**src/rtl/game_mode_ctrl.sv**
```systemverilog
// game_mode_ctrl: per-frame game-flow sequencer MENU -> COUNTDOWN -> FIGHT -> OVER.
// Edge-detects keys against the previous frame's keycode, latches the player
// mode at start and reports the round winner. All outputs are registered.
// Optional pause feature: define GAME_PAUSE_EN to let KEY_PAUSE freeze a fight.
module game_mode_ctrl #(
  parameter int unsigned COUNT_FRAMES = 60,
  parameter int unsigned COUNT_START  = 3,
  parameter int unsigned OVER_FRAMES  = 180,
  parameter logic [7:0]  KEY_START    = 8'h28,
  parameter logic [7:0]  KEY_BACK     = 8'h29,
  parameter logic [7:0]  KEY_PAUSE    = 8'h13
) (
  input  logic       frame_clk,
  input  logic       Reset,
  input  logic [7:0] keycode,
  input  logic       dual,
  input  logic       single,
  input  logic       p1_dead,
  input  logic       p2_dead,
  output logic       st,
  output logic [1:0] state,
  output logic [1:0] digit,
  output logic       fight_en,
  output logic       ai_en,
  output logic [1:0] winner,
  output logic       paused
);

`ifdef GAME_PAUSE_EN
  localparam bit PAUSE_EN = 1'b1;
`else
  localparam bit PAUSE_EN = 1'b0;
`endif

  localparam logic [8:0] CD_LAST   = 9'(COUNT_FRAMES - 1);
  localparam logic [8:0] OVER_LAST = 9'(OVER_FRAMES - 1);
  localparam logic [1:0] DIGIT_1ST = 2'(COUNT_START);

  typedef enum logic [1:0] {
    S_MENU  = 2'b00,
    S_COUNT = 2'b01,
    S_FIGHT = 2'b10,
    S_OVER  = 2'b11
  } state_e;

  state_e     state_q, state_d;
  logic [8:0] fcnt_q, fcnt_d;
  logic [1:0] digit_q, digit_d;
  logic [1:0] winner_q, winner_d;
  logic [7:0] prev_key_q;
  logic       st_q, st_d;
  logic       fight_en_q, fight_en_d;
  logic       ai_en_q, ai_en_d;
  logic       paused_q, paused_d;

  // One press per key-down: the key must differ from last frame's keycode.
  logic start_p, back_p, pause_p, death;
  assign start_p = (keycode == KEY_START) && (prev_key_q != KEY_START);
  assign back_p  = (keycode == KEY_BACK)  && (prev_key_q != KEY_BACK);
  assign pause_p = PAUSE_EN && (keycode == KEY_PAUSE) && (prev_key_q != KEY_PAUSE);
  // A paused fight cannot end by death.
  assign death   = (p1_dead | p2_dead) & ~paused_q;

  // State and output registers; async active-high reset back to MENU.
  always_ff @(posedge frame_clk or posedge Reset) begin
    if (Reset) begin
      state_q    <= S_MENU;
      fcnt_q     <= '0;
      digit_q    <= '0;
      winner_q   <= '0;
      prev_key_q <= '0;
      st_q       <= 1'b0;
      fight_en_q <= 1'b0;
      ai_en_q    <= 1'b0;
      paused_q   <= 1'b0;
    end else begin
      state_q    <= state_d;
      fcnt_q     <= fcnt_d;
      digit_q    <= digit_d;
      winner_q   <= winner_d;
      prev_key_q <= keycode;
      st_q       <= st_d;
      fight_en_q <= fight_en_d;
      ai_en_q    <= ai_en_d;
      paused_q   <= paused_d;
    end
  end

  // Next-state: abort/death priorities and timer expiries.
  always_comb begin
    state_d = state_q;
    unique case (state_q)
      S_MENU:  if (start_p && (dual ^ single)) state_d = S_COUNT;
      S_COUNT: begin
        if (back_p)                                   state_d = S_MENU;
        else if (fcnt_q == CD_LAST && digit_q == 2'd1) state_d = S_FIGHT;
      end
      S_FIGHT: begin
        if (death)       state_d = S_OVER;
        else if (back_p) state_d = S_MENU;
      end
      S_OVER:  if (start_p || fcnt_q == OVER_LAST) state_d = S_MENU;
      default: state_d = S_MENU;
    endcase
  end

  // Next values of the registered outputs and frame counter; fcnt, digit,
  // fight_en and paused fall back to 0 whenever the state changes.
  always_comb begin
    fcnt_d     = '0;
    digit_d    = '0;
    fight_en_d = 1'b0;
    paused_d   = 1'b0;
    winner_d   = winner_q;
    ai_en_d    = ai_en_q;
    st_d       = (state_d != S_MENU);
    unique case (state_q)
      S_MENU: begin
        if (state_d == S_COUNT) begin
          ai_en_d  = single;
          winner_d = 2'b00;
          digit_d  = DIGIT_1ST;
        end
      end
      S_COUNT: begin
        if (state_d == S_FIGHT) begin
          fight_en_d = 1'b1;
        end else if (state_d == S_COUNT) begin
          if (fcnt_q == CD_LAST) begin
            digit_d = digit_q - 2'd1;
          end else begin
            fcnt_d  = fcnt_q + 9'd1;
            digit_d = digit_q;
          end
        end
      end
      S_FIGHT: begin
        if (state_d == S_OVER) begin
          // {p1_dead, p2_dead}: 01 P1 wins, 10 P2 wins, 11 draw.
          winner_d = {p1_dead, p2_dead};
        end else if (state_d == S_MENU) begin
          winner_d = 2'b00;
        end else begin
          paused_d   = paused_q ^ pause_p;
          fight_en_d = ~paused_d;
        end
      end
      S_OVER: begin
        if (state_d == S_OVER) fcnt_d = fcnt_q + 9'd1;
      end
      default: ;
    endcase
  end

  assign st       = st_q;
  assign state    = state_q;
  assign digit    = digit_q;
  assign fight_en = fight_en_q;
  assign ai_en    = ai_en_q;
  assign winner   = winner_q;
  assign paused   = paused_q;

endmodule

```
**config.mk**
```make
export PLATFORM = sky130hd
export DESIGN_NAME = game_mode_ctrl
export DESIGN_NICKNAME = d
export VERILOG_FILES = /design/src/rtl/game_mode_ctrl.sv
export SDC_FILE = /design/constraint.sdc
export NUM_CORES = 1
export LEC_CHECK = 0
export CELL_PAD_IN_SITES_DETAIL_PLACEMENT = 0
export CELL_PAD_IN_SITES_GLOBAL_PLACEMENT = 1
export CORE_UTILIZATION = 43
export CTS_BUF_LIST = sky130_fd_sc_hd__clkbuf_16
export CTS_CLUSTER_DIAMETER = 60
export CTS_CLUSTER_SIZE = 16
export DETAILED_ROUTE_END_ITERATION = 7
export GPL_ROUTABILITY_DRIVEN = 1
export GPL_TIMING_DRIVEN = 0
export PLACE_DENSITY_LB_ADDON = 0.1
export SLEW_MARGIN = 20
export SYNTH_ARGS = -nofsm -noshare
export SYNTH_HDL_FRONTEND = slang
export SYNTH_SLANG_ARGS = --single-unit
export TNS_END_PERCENT = 1
```
**constraint.sdc**
```tcl
create_clock -name frame_clk -period 5 [get_ports frame_clk]
set_input_delay 0.5 -clock frame_clk [delete_from_list [all_inputs] [get_ports frame_clk]]
set_output_delay 0.5 -clock frame_clk [all_outputs]
set_load 0.01 [all_outputs]
```
# Word-level counts from Yosys, hierarchy flattened
# Index checks and enable logic that the tools add are counted.
[totals]
reg_bits = 27
elab_cells = 70
in_bits = 14
output_inout_bits = 10
[classes]
bitwise = 4
n_addsub = 2
mux = 28
n_eq_ne = 16
n_reduce_logical = 11
[op_table]
columns = ["op", "n"]
rows = [
  ["9-bit two-way mux", 4],
  ["2-bit two-way mux", 13],
  ["9-bit case mux with 2 select lines", 1],
  ["8-bit by 6-bit equality test with 1-bit output, second input constant", 2],
  ["8-bit by 6-bit != test with 1-bit output, second input constant", 2],
  ["9-bit by 1-bit adder with 9-bit output, second input constant", 1],
  ["9-bit by 6-bit equality test with 1-bit output, second input constant", 1],
  ["9-bit by 8-bit equality test with 1-bit output, second input constant", 1],
  ["2-bit equality test, second input constant", 4],
  ["2-bit case mux with 2 select lines", 2],
  ["2-bit case mux with 4 select lines", 1],
  ["2-bit by 1-bit equality test with 1-bit output, second input constant", 3],
  ["1-bit two-way mux", 6],
  ["1-bit logical AND", 4],
  ["2-bit zero test", 2],
  ["4-bit != test, second input constant", 1],
  ["2-bit nonzero test", 2],
  ["3-bit != test, second input constant", 1],
  ["3-bit AND reduction", 1],
  ["2-bit != test, second input constant", 1],
  ["1-bit case mux with 2 select lines", 1],
  ["2-bit AND reduction", 1],
  ["2-bit by 1-bit subtractor with 2-bit output, second input constant", 1],
  ["1-bit AND", 1],
  ["4 further kinds", 4],
]

# Logic depth before layout (Yosys ltp)
# Gate-level depths: netlist (run 1).
[logic_depth]
ltp_word = 9
depth_mapped = 12
depth_no_buf = 12

# Worst setup path after synthesis (run 1)
# No wires, ideal clock.
[synth_path]
path_kind = "in2reg"
from = "input port keycode[4]"
to = "register fcnt_q[1]"
path_stages = 11
path_buffers = 0
required_time_ps = 4926
setup_time_ps = 74
arrival_time_ps = 2831
slack_ps = 2095
cell_sequence = "or4b_4 nor4b_4 nand3_2 a211oi_2 o221ai_1 ha_1 nor2b_1 nand2_1 a21oi_1 a21oi_1 nor2b_1"
[synth_between]
elab_chain_len = 9
word_cells_on_any_way = 19
classes_between = "eq/ne: 5; mux: 10; reduce/logical: 4"
[synth_rtl]
columns = ["element", "line_no", "rtl"]
rows = [
  ["start: declaration", "15", "input logic [7:0] keycode,"],
  ["8-bit by 6-bit equality test with 1-bit output, on equally long branches", "59, 58", ""],
  ["1-bit logical AND, on equally long branches", "59, 58", ""],
  ["2-bit two-way mux, or another cell as far along", "100", "else if (back_p) state_d = S_MENU;"],
  ["2-bit two-way mux, on equally long branches", "99, 102, 93", ""],
  ["2-bit case mux with 4 select lines (*)", "92", "unique case (state_q)"],
  ["named net state_d[1]", "46", "state_e state_q, state_d;"],
  ["2-bit by 1-bit equality test with 1-bit output", "128", "end else if (state_d == S_COUNT) begin"],
  ["9-bit two-way mux", "128", ""],
  ["9-bit two-way mux", "126", "if (state_d == S_FIGHT) begin"],
  ["9-bit case mux with 2 select lines (*)", "117", "unique case (state_q)"],
  ["named net fcnt_d[1]", "47", "logic [8:0] fcnt_q, fcnt_d;"],
  ["end signal: assignment", "78", "fcnt_q <= fcnt_d;"],
  ["end: declaration", "47", ""],
]
# The timed path passes the listed nets; every way through them passes the cells marked *.
# A chain may end at the register's enable or synchronous reset.

# Final worst setup path (run 1)
[layout_path]
from = "input port keycode[2]"
to = "register fcnt_q[8]"
[layout_between]
elab_chain_len = 9
word_cells_on_any_way = 19
classes_between = "eq/ne: 5; mux: 10; reduce/logical: 4"
[layout_rtl]
columns = ["element", "line_no"]
rows = [
  ["8-bit by 6-bit equality test with 1-bit output, on equally long branches", "59, 58"],
  ["1-bit logical AND, on equally long branches", "59, 58"],
  ["2-bit two-way mux, or another cell as far along", "100"],
  ["2-bit two-way mux, on equally long branches", "99, 102, 93"],
  ["2-bit case mux with 4 select lines (*)", "92"],
  ["2-bit by 1-bit equality test with 1-bit output", "128"],
  ["9-bit two-way mux", "128"],
  ["9-bit two-way mux", "126"],
  ["9-bit case mux with 2 select lines (*)", "117"],
  ["named net fcnt_d[8]", "47"],
]
# Marked as above.

==> reports/qor.csv, run 1 <==
stage,metric,value,unit
outcome,status,"finished, violations left",
outcome,violations,design-rule violations,
sta,min_period,3.59,ns
clock_tree,tritoncts,done,
clock_tree,clk_pin_slew,0.06,ns
synth,yosys-top-cells-area,"dfrtp_1 49%, ha_1 9.3%, xnor2_1 3.3%",
detailed_routing,routed_wirelength,2550,microns
finish,multi_input_area,653,sq um
min_path,min_to,winner[0],
global_routing,antenna_found_initial,0,
worst_setup_path,r2r_setup_slack,1.82,ns
floorplanning,die_w,57.9,microns
worst_setup_path,cp-end-kind,register,
worst_setup_path,worstPathRequired,5.11,ns
worst_setup_path,r2r_end,fcnt_q[8],
floorplanning,start_util,47.0,%
clock_tree,clkLatencyLatePin,0.26,ns
placement,pre_cts_ws,1.15,ns
sta,setup_ws,1.41,ns
power,power,0.590,mW
detailed_routing,drc,3,
detailed_routing,antenna_left,0,
sta,timing.final.max_slew_violations,0,
detailed_routing,firstDrtPassIters,6,
global_routing,grt_pass1_wl,4670,microns
global_routing,grt_max_degree,27,
min_path,holdPathStages,2,
clock_tree,cts_root_buf,clkbuf_16,
floorplanning,rows,19,
synth,synth_cell_types,34,
sta,finalHoldViolations,0,
global_routing,grt_pass1_vias,995,
sta,skew,0.00128,ns
sta,fin_crit_sh,71.8,%
finish,fin_nets,173,
worst_setup_path,arrival,3.70,ns
global_routing,grt_util_all_layers,18.7,%
worst_setup_path,cp-start-kind,input port,
sta,finalSetupViolCount,0,
sta,relSlewSlack,51.4,%
floorplanning,dieHeight,57.9,microns
clock_tree,cts.sinks,26,
detailed_routing,drt-vias-per-instance,5.54,
detailed_routing,first_iter_violations,40,
min_path,worst_hold_startpoint,winner[0],
placement,hpwlAfterDp,1860,microns
synth,syn_inst,122,
synth,yosysSeqAreaShare,48.5,%
sta,fmax,279,MHz
finish,drive_gt1_share,10.1,%
global_routing,grt_overflow,0,
clock_tree,cts_setup_buffers,0,
detailed_routing,vias,991,
worst_setup_path,startpoint,keycode[2],
finish,n_fill_cell,255,
clock_tree,numCtsBuffers,3,
finish,seqCellArea,651,sq um
clock_tree,cts_resized,0,
finish,antenna_cells,0,
finish,area_growth,27.1,%
synth,synth.top_cell.area_share,48.5,%
floorplanning,io_pins,24,
power,vdd_drop_max,0.000316,V
worst_setup_path,worstSetupPathType,in -> reg,
clock_tree,hold_buffers,0,
finish,final_util,59.8,%
floorplanning,core_region_area,2850,sq um
clock_tree,htreeDepth,1,
placement,portBuffers,22,
synth,yosysTopAreaCell,dfrtp_1,
power,powerDensity,346,nW/um^2
synth,ys.warnings.count,0,
min_path,hold_path.class,reg -> reg,
synth,synth.avg_cell_area,11.0,sq um
detailed_routing,wire_per_inst,14.3,microns
sta,final.setup.tns,0,ns
power,power_leakage,0.714,nW
synth,syn-num-nets,146,
worst_setup_path,r2r-start,prev_key_q[4],
placement,gp_congestion,0.884,
worst_setup_path,cp_max_fo,9,
sta,worstMarginPinSlew,0.729,ns
synth,ys_seq_elements,26,
synth,syn_area,1340,sq um
worst_setup_path,r2r_cells,11,
clock_tree,cts_buffer_depth,2,
sta,rsz0062_at_grt,false,
run,maxCapViolCount,0,
floorplanning,fp.dieArea,3350,sq um
[how the worst max path moves through the flow]
stage	depth (start not counted)	to	slack (ns)
2_1_floorplan	11	fcnt_q[1]	2.09
3_3_place_gp	12	fcnt_q[7]	1.22
3_5_place_dp	12	fcnt_q[8]	1.15
4_1_cts	12	fcnt_q[8]	1.38
5_1_grt	12	fcnt_q[8]	1.17
6_report	12	fcnt_q[8]	1.41
[worst max-delay path, cell delays in order]
cell             delay (ns)
clkdlybuf4s50_1        0.49
or4b_1                 0.56
a211oi_2               0.31
a211oi_1               0.12
a311oi_2               0.33
o22a_1                 0.24
ha_1                   0.17
nor2b_1                0.08
nand2_1                0.08
a21oi_1                0.08
a21oi_1                0.62
nor2_1                 0.13
[registers in the layout (all words and copies together), names as in the netlist]
| register | cells |
|---|---|
| state | 2 |
| st | 1 |
| winner | 2 |
| digit | 2 |
| fcnt_q | 9 |
| prev_key_q | 8 |
| ai_en | 1 |
| fight_en | 1 |
[logic make-up after synthesis]
| kind of cell | count (synthesis) | synth area share, % |
|---|---|---|
| buffers and inverters | 9 | 2.80 |
| flip-flops | 26 | 48.5 |
| other | 1 | 0.280 |
| multiplexers | 1 | 0.839 |
| XOR/XNOR | 8 | 5.22 |
| adder cells (fa/ha/maj) | 10 | 9.33 |
| AO/OA/AOI/OAI | 21 | 12.6 |
| AND/OR/NAND/NOR | 46 | 20.4 |
[metrics by stage]
| step | cell area [sq um] | hold slack, ns | cells |
|---|---|---|---|
| finish | 1710 | 0.477 | 179 |
| global route | 1710 | 0.516 | 179 |
| CTS | 1710 | 0.484 | 179 |
| global placement | 1600 | 0.460 | 175 |
| detailed placement | 1600 | 0.469 | 175 |
| floorplan | 1340 | 0.455 | 122 |
[synth_stat cells]
cell type  count
dfrtp_1       26
nand2_1       11
nor2_1        11
ha_1          10
inv_1          8
nand3_1        7
xnor2_1        5
nor2b_1        4
o21ai_0        4
a211oi_2       3
a21oi_1        3
and3_1         3
nor3b_1        3
xor2_1         3
nor4b_1        2
a211oi_1       1
a22o_1         1
a22oi_1        1
a311oi_2       1
a31oi_1        1
buf_4          1
conb_1         1
mux2_2         1
nand3_2        1
nor4b_2        1
nor4b_4        1
o2111ai_1      1
o221a_1        1
o221ai_1       1
o22a_1         1
o22ai_1        1
o31ai_1        1
or4b_1         1
or4b_4         1
[layout make-up]
cell class,instances,area share (%)
plain buffers,1,0.440
clock buffers,3,4.40
clock inverters,1,1.76
inverters,8,1.76
multi-input cells,87,38.3
flip-flops and latches,26,38.2
well taps,31,2.27
repair buffers,22,12.9
[layout by cell type (no fill, tap or decap)]
| master | count |
|---|---|
| ha_1 | 10 |
| or4b_4 | 1 |
| nor4b_2 | 1 |
| clkbuf_16 | 3 |
| xnor2_1 | 5 |
| nor4b_1 | 2 |
| o31ai_1 | 1 |
| mux2_2 | 1 |
| nor4b_4 | 1 |
| o22a_1 | 1 |
| a211oi_1 | 1 |
| o221ai_1 | 1 |
| nor3b_1 | 3 |
| nand3_2 | 1 |
| a311oi_2 | 1 |
| nand3_1 | 7 |
| conb_1 | 1 |
| nand2_1 | 11 |
| buf_4 | 1 |
| xor2_1 | 3 |
| nor2_1 | 11 |
| o2111ai_1 | 1 |
| and3_1 | 3 |
| bufinv_16 | 1 |
| inv_1 | 7 |
| a21oi_1 | 3 |
| a31oi_1 | 1 |
| o21ai_0 | 4 |
| o221a_1 | 1 |
| a211oi_2 | 3 |
| a22oi_1 | 1 |
| inv_2 | 1 |
| dfrtp_1 | 26 |
| nor2b_1 | 4 |
| o22ai_1 | 1 |
| clkdlybuf4s50_1 | 22 |
| a22o_1 | 1 |
| or4b_1 | 1 |
[report_power, final]
group	switching (mW)	internal, mW
registers	0.0125	0.226
logic	0.0592	0.0608
clock network	0.0716	0.159
total	0.143	0.446
[metal layers]
layer | vias to the layer above | routed length (microns) | track usage (%)
li1 | 482 | - | -
met1 | 471 | 1230 | 25.4
met2 | 30 | 1120 | 28.1
met3 | 8 | 151 | 5.58
met4 | 0 | 45 | 7.82
met5 | - | 0 | 0
(Power assumes the default switching activity.)
==> run 2, diff against run 1 <==
Settings changed: CORE_UTILIZATION 43 to 36.
Clock period 5 ns to 3.2 ns, I/O delays scaled along.
==> run 2 against run 1 <==
The flow now finishes without violations. Worst setup slack worse by 1.3 ns. Total power increased by 42%. Via count increased by 0.61%. Critical path depth is the same. Wire length up 7.3%. Sequential cell count is the same. Clock power grew 18%. Count of clock-buffer cells in the layout stayed put. Die area increased by 19%. Register-to-register slack got worse by 1.5 ns. Highest routed layer unchanged.
==> reports/qor.csv, run 2 (synthesis gave the netlist of run 1 again) <==
stage,metric,value,unit,change
sta,finalHoldViolations,0,,unchanged
clock_tree,clk_pin_slew,0.06,ns,about the same
clock_tree,cts_setup_buffers,0,,unchanged
finish,top_register,fcnt_q,,
detailed_routing,drc,0,,-3
floorplanning,die_w,63.0,microns,+9.0%
sta,relSlewSlack,39.4,%,-12 points
power,power.share.switching,26.5,%,+2.2 points
finish,largest_register_ffs,9,,unchanged
power,powerDensity,479,nW/um^2,+39%
sta,fin_crit_sh,95.0,%,
sta,skew,0.00234,ns,+0.00106 ns
worst_setup_path,r2r_end,fcnt_q[2],,
global_routing,grt_pass1_vias,1082,,+8.7%
finish,design_area,1750,sq um,+2.7%
floorplanning,io_pins,24,,unchanged
finish,area_growth,30.6,%,
worst_setup_path,r2r-start,prev_key_q[0],,
floorplanning,dieHeight,63.0,microns,+9.0%
detailed_routing,first_iter_violations,50,,+25%
worst_setup_path,path_cells,clkdlybuf4s50_1 -> or4b_1 -> a211oi_4 -> a211oi_1 -> nor2_1 -> o221ai_2 -> ha_1 -> nor2b_2 -> nand2_1 -> a21oi_4 -> a21oi_2 -> nor2_1,,
clock_tree,hold_buffers,0,,unchanged
detailed_routing,wire_per_inst,14.0,microns,-1.5%
global_routing,antenna_found_initial,0,,unchanged
floorplanning,start_util,39.0,%,-8.0 points
floorplanning,rows,21,,+2
floorplanning,fp.dieArea,3970,sq um,+19%
global_routing,grt_pass1_wl,4780,microns,+2.4%
clock_tree,numCtsBuffers,3,,unchanged
power,p_comb_share,23.1,%,+2.7 points
finish,final_util,50.9,%,-8.9 points
finish,reg_top3,"fcnt_q (9), prev_key_q (8)",,
clock_tree,cts.sinks,26,,unchanged
worst_setup_path,r2r_setup_slack,0.34,ns,-1.48 ns
power,vdd_drop_max,0.000233,V,-26%
worst_setup_path,cpMaxStageDelayCell,or4b_1,,
sta,setup_ws,0.161,ns,-1.25 ns
global_routing,grt_util_all_layers,15.2,%,-3.6 points
worst_setup_path,worstSetupPathType,in -> reg,,
worst_setup_path,arrival,3.23,ns,-0.47 ns
min_path,hold_path.class,in -> async,,
finish,layout_commonest_cell,dfrtp_1,,
clock_tree,cts_buffer_depth,2,,unchanged
detailed_routing,firstDrtPassIters,4,,-2
clock_tree,htreeDepth,1,,unchanged
detailed_routing,drt-vias-per-instance,5.11,,-7.6%
global_routing,grt_max_degree,27,,unchanged
worst_setup_path,worstPathRequired,3.39,ns,-1.72 ns
global_routing,grt_overflow,0,,unchanged
sta,rsz0062_at_grt,false,,
power,pwr-share-seq,44.4,%,+3.9 points
detailed_routing,antenna_left,0,,unchanged
sta,timing.final.max_slew_violations,0,,unchanged
run,maxCapViolCount,0,,unchanged
placement,pre_cts_ws,-0.500,ns,-1.65 ns
power,p_sw,0.222,mW,+55%
clock_tree,clkLatencyLatePin,0.26,ns,about the same
placement,placed_area,1620,sq um,+1.2%
worst_setup_path,cp-end-kind,register,,
sta,hold-worst-slack,0.455,ns,-0.0217 ns
finish,mostFrequentLayoutCells,"26 x dfrtp_1, 22 x clkdlybuf4s50_1, 11 x nand2_1, 11 x nor2_1, 10 x ha_1",,
detailed_routing,routed_wirelength,2740,microns,+7.3%
detailed_routing,vias,997,,+0.61%
worst_setup_path,cp-start-kind,input port,,
clock_tree,cts_root_buf,clkbuf_16,,
placement,portBuffers,22,,unchanged
sta,worstMarginPinSlew,0.903,ns,+0.174 ns
clock_tree,tritoncts,done,,
worst_setup_path,crit_top_cell,nor2_1,,
outcome,status,finished clean,,
placement,hpwlAfterDp,1890,microns,+1.3%
finish,fin_nets,174,,+0.58%
finish,antenna_cells,0,,unchanged
sta,finalSetupViolCount,0,,unchanged
worst_setup_path,max_stage_delay,0.60,ns,-0.02 ns
floorplanning,core_region_area,3440,sq um,+21%
worst_setup_path,r2r_cells,11,,unchanged
finish,n_fill_cell,340,,+33%
power,intPower,0.617,mW,+38%
power,power_leakage,0.706,nW,-1.1%
sta,min_period,3.04,ns,
power,pwr-share-clk,32.5,%,-6.7 points
worst_setup_path,cp_max_fo,6,,-3
sta,final.setup.tns,0,ns,unchanged
finish,drive_gt1_share,12.8,%,+2.6 points
placement,gp_congestion,0.794,,-10%
sta,fmax,329,MHz,
==> run 2: worst max path at each step <==
stage                          start         to  slack [ns]  depth (start not counted)
after CTS                 keycode[4]  fcnt_q[6]        0.03                         12
after floorplan           keycode[4]  fcnt_q[1]        0.47                         11
final                     keycode[2]  fcnt_q[2]        0.16                         12
after global placement    keycode[2]  fcnt_q[7]       -0.43                         12
after global routing      keycode[4]  fcnt_q[7]        0.01                         12
after detailed placement  keycode[2]  fcnt_q[4]       -0.50                         12
==> run 2: power groups by stage <==
stage	logic [mW]	clock network [mW]	registers (mW)
after floorplan	0.0944	0	0.385
final	0.194	0.273	0.373
after CTS	0.193	0.279	0.373
after global placement	0.185	0	0.378
after detailed placement	0.187	0	0.379
after global routing	0.217	0.289	0.377
==> run 2: worst max-delay path, delay by kind of cell <==
kind	cells	cell delay, ns
simple gates	5	1.25
compound gates	5	0.91
buf+inv	1	0.50
fa+ha+maj	1	0.25
==> run 2: final cells by class <==
| class | instances | area (sq um) | area share (%) |
|---|---|---|---|
| Timing Repair Buffer | 22 | 220 | 12.6 |
| Multi-Input combinational cell | 88 | 707 | 40.4 |
| Tap cell | 46 | 57.6 | 3.29 |
| Clock inverter | 1 | 3.75 | 0.214 |
| Sequential cell | 26 | 651 | 37.1 |
| Buffer | 1 | 7.51 | 0.429 |
| Inverter | 8 | 30.0 | 1.71 |
| Clock buffer | 3 | 75.1 | 4.29 |
==> run 2: repair_timing <==
item                       CTS  global route
cloned                       0             1
setup endpoints to repair   11            11
resized for setup            3             5
pin swaps                    1             1
==> run 2: metrics by stage <==
| step | cells | power (mW) |
|---|---|---|
| 2_1_floorplan | 122 | 0.480 |
| 3_3_place_gp | 190 | 0.563 |
| 4_1_cts | 194 | 0.845 |
| 6_report | 195 | 0.840 |
| 5_1_grt | 195 | 0.884 |
| 3_5_place_dp | 190 | 0.566 |
==> run 2: layer usage <==
metal / wire length (microns) / GRT usage (%) / vias up
met2: 1290 / 24.2 / 31
met1: 1290 / 19.8 / 476
met3: 119 / 2.55 / 4
met5: 0 / 0 / -
li1: - / - / 486
met4: 35 / 7.27 / 0
==> run 3, diff against run 2 <==
Settings changed: HOLD_SLACK_MARGIN set to 0.03.
==> results of run 3 <==
Same layout as run 2: the final DEF is identical, and so are final timing and power.
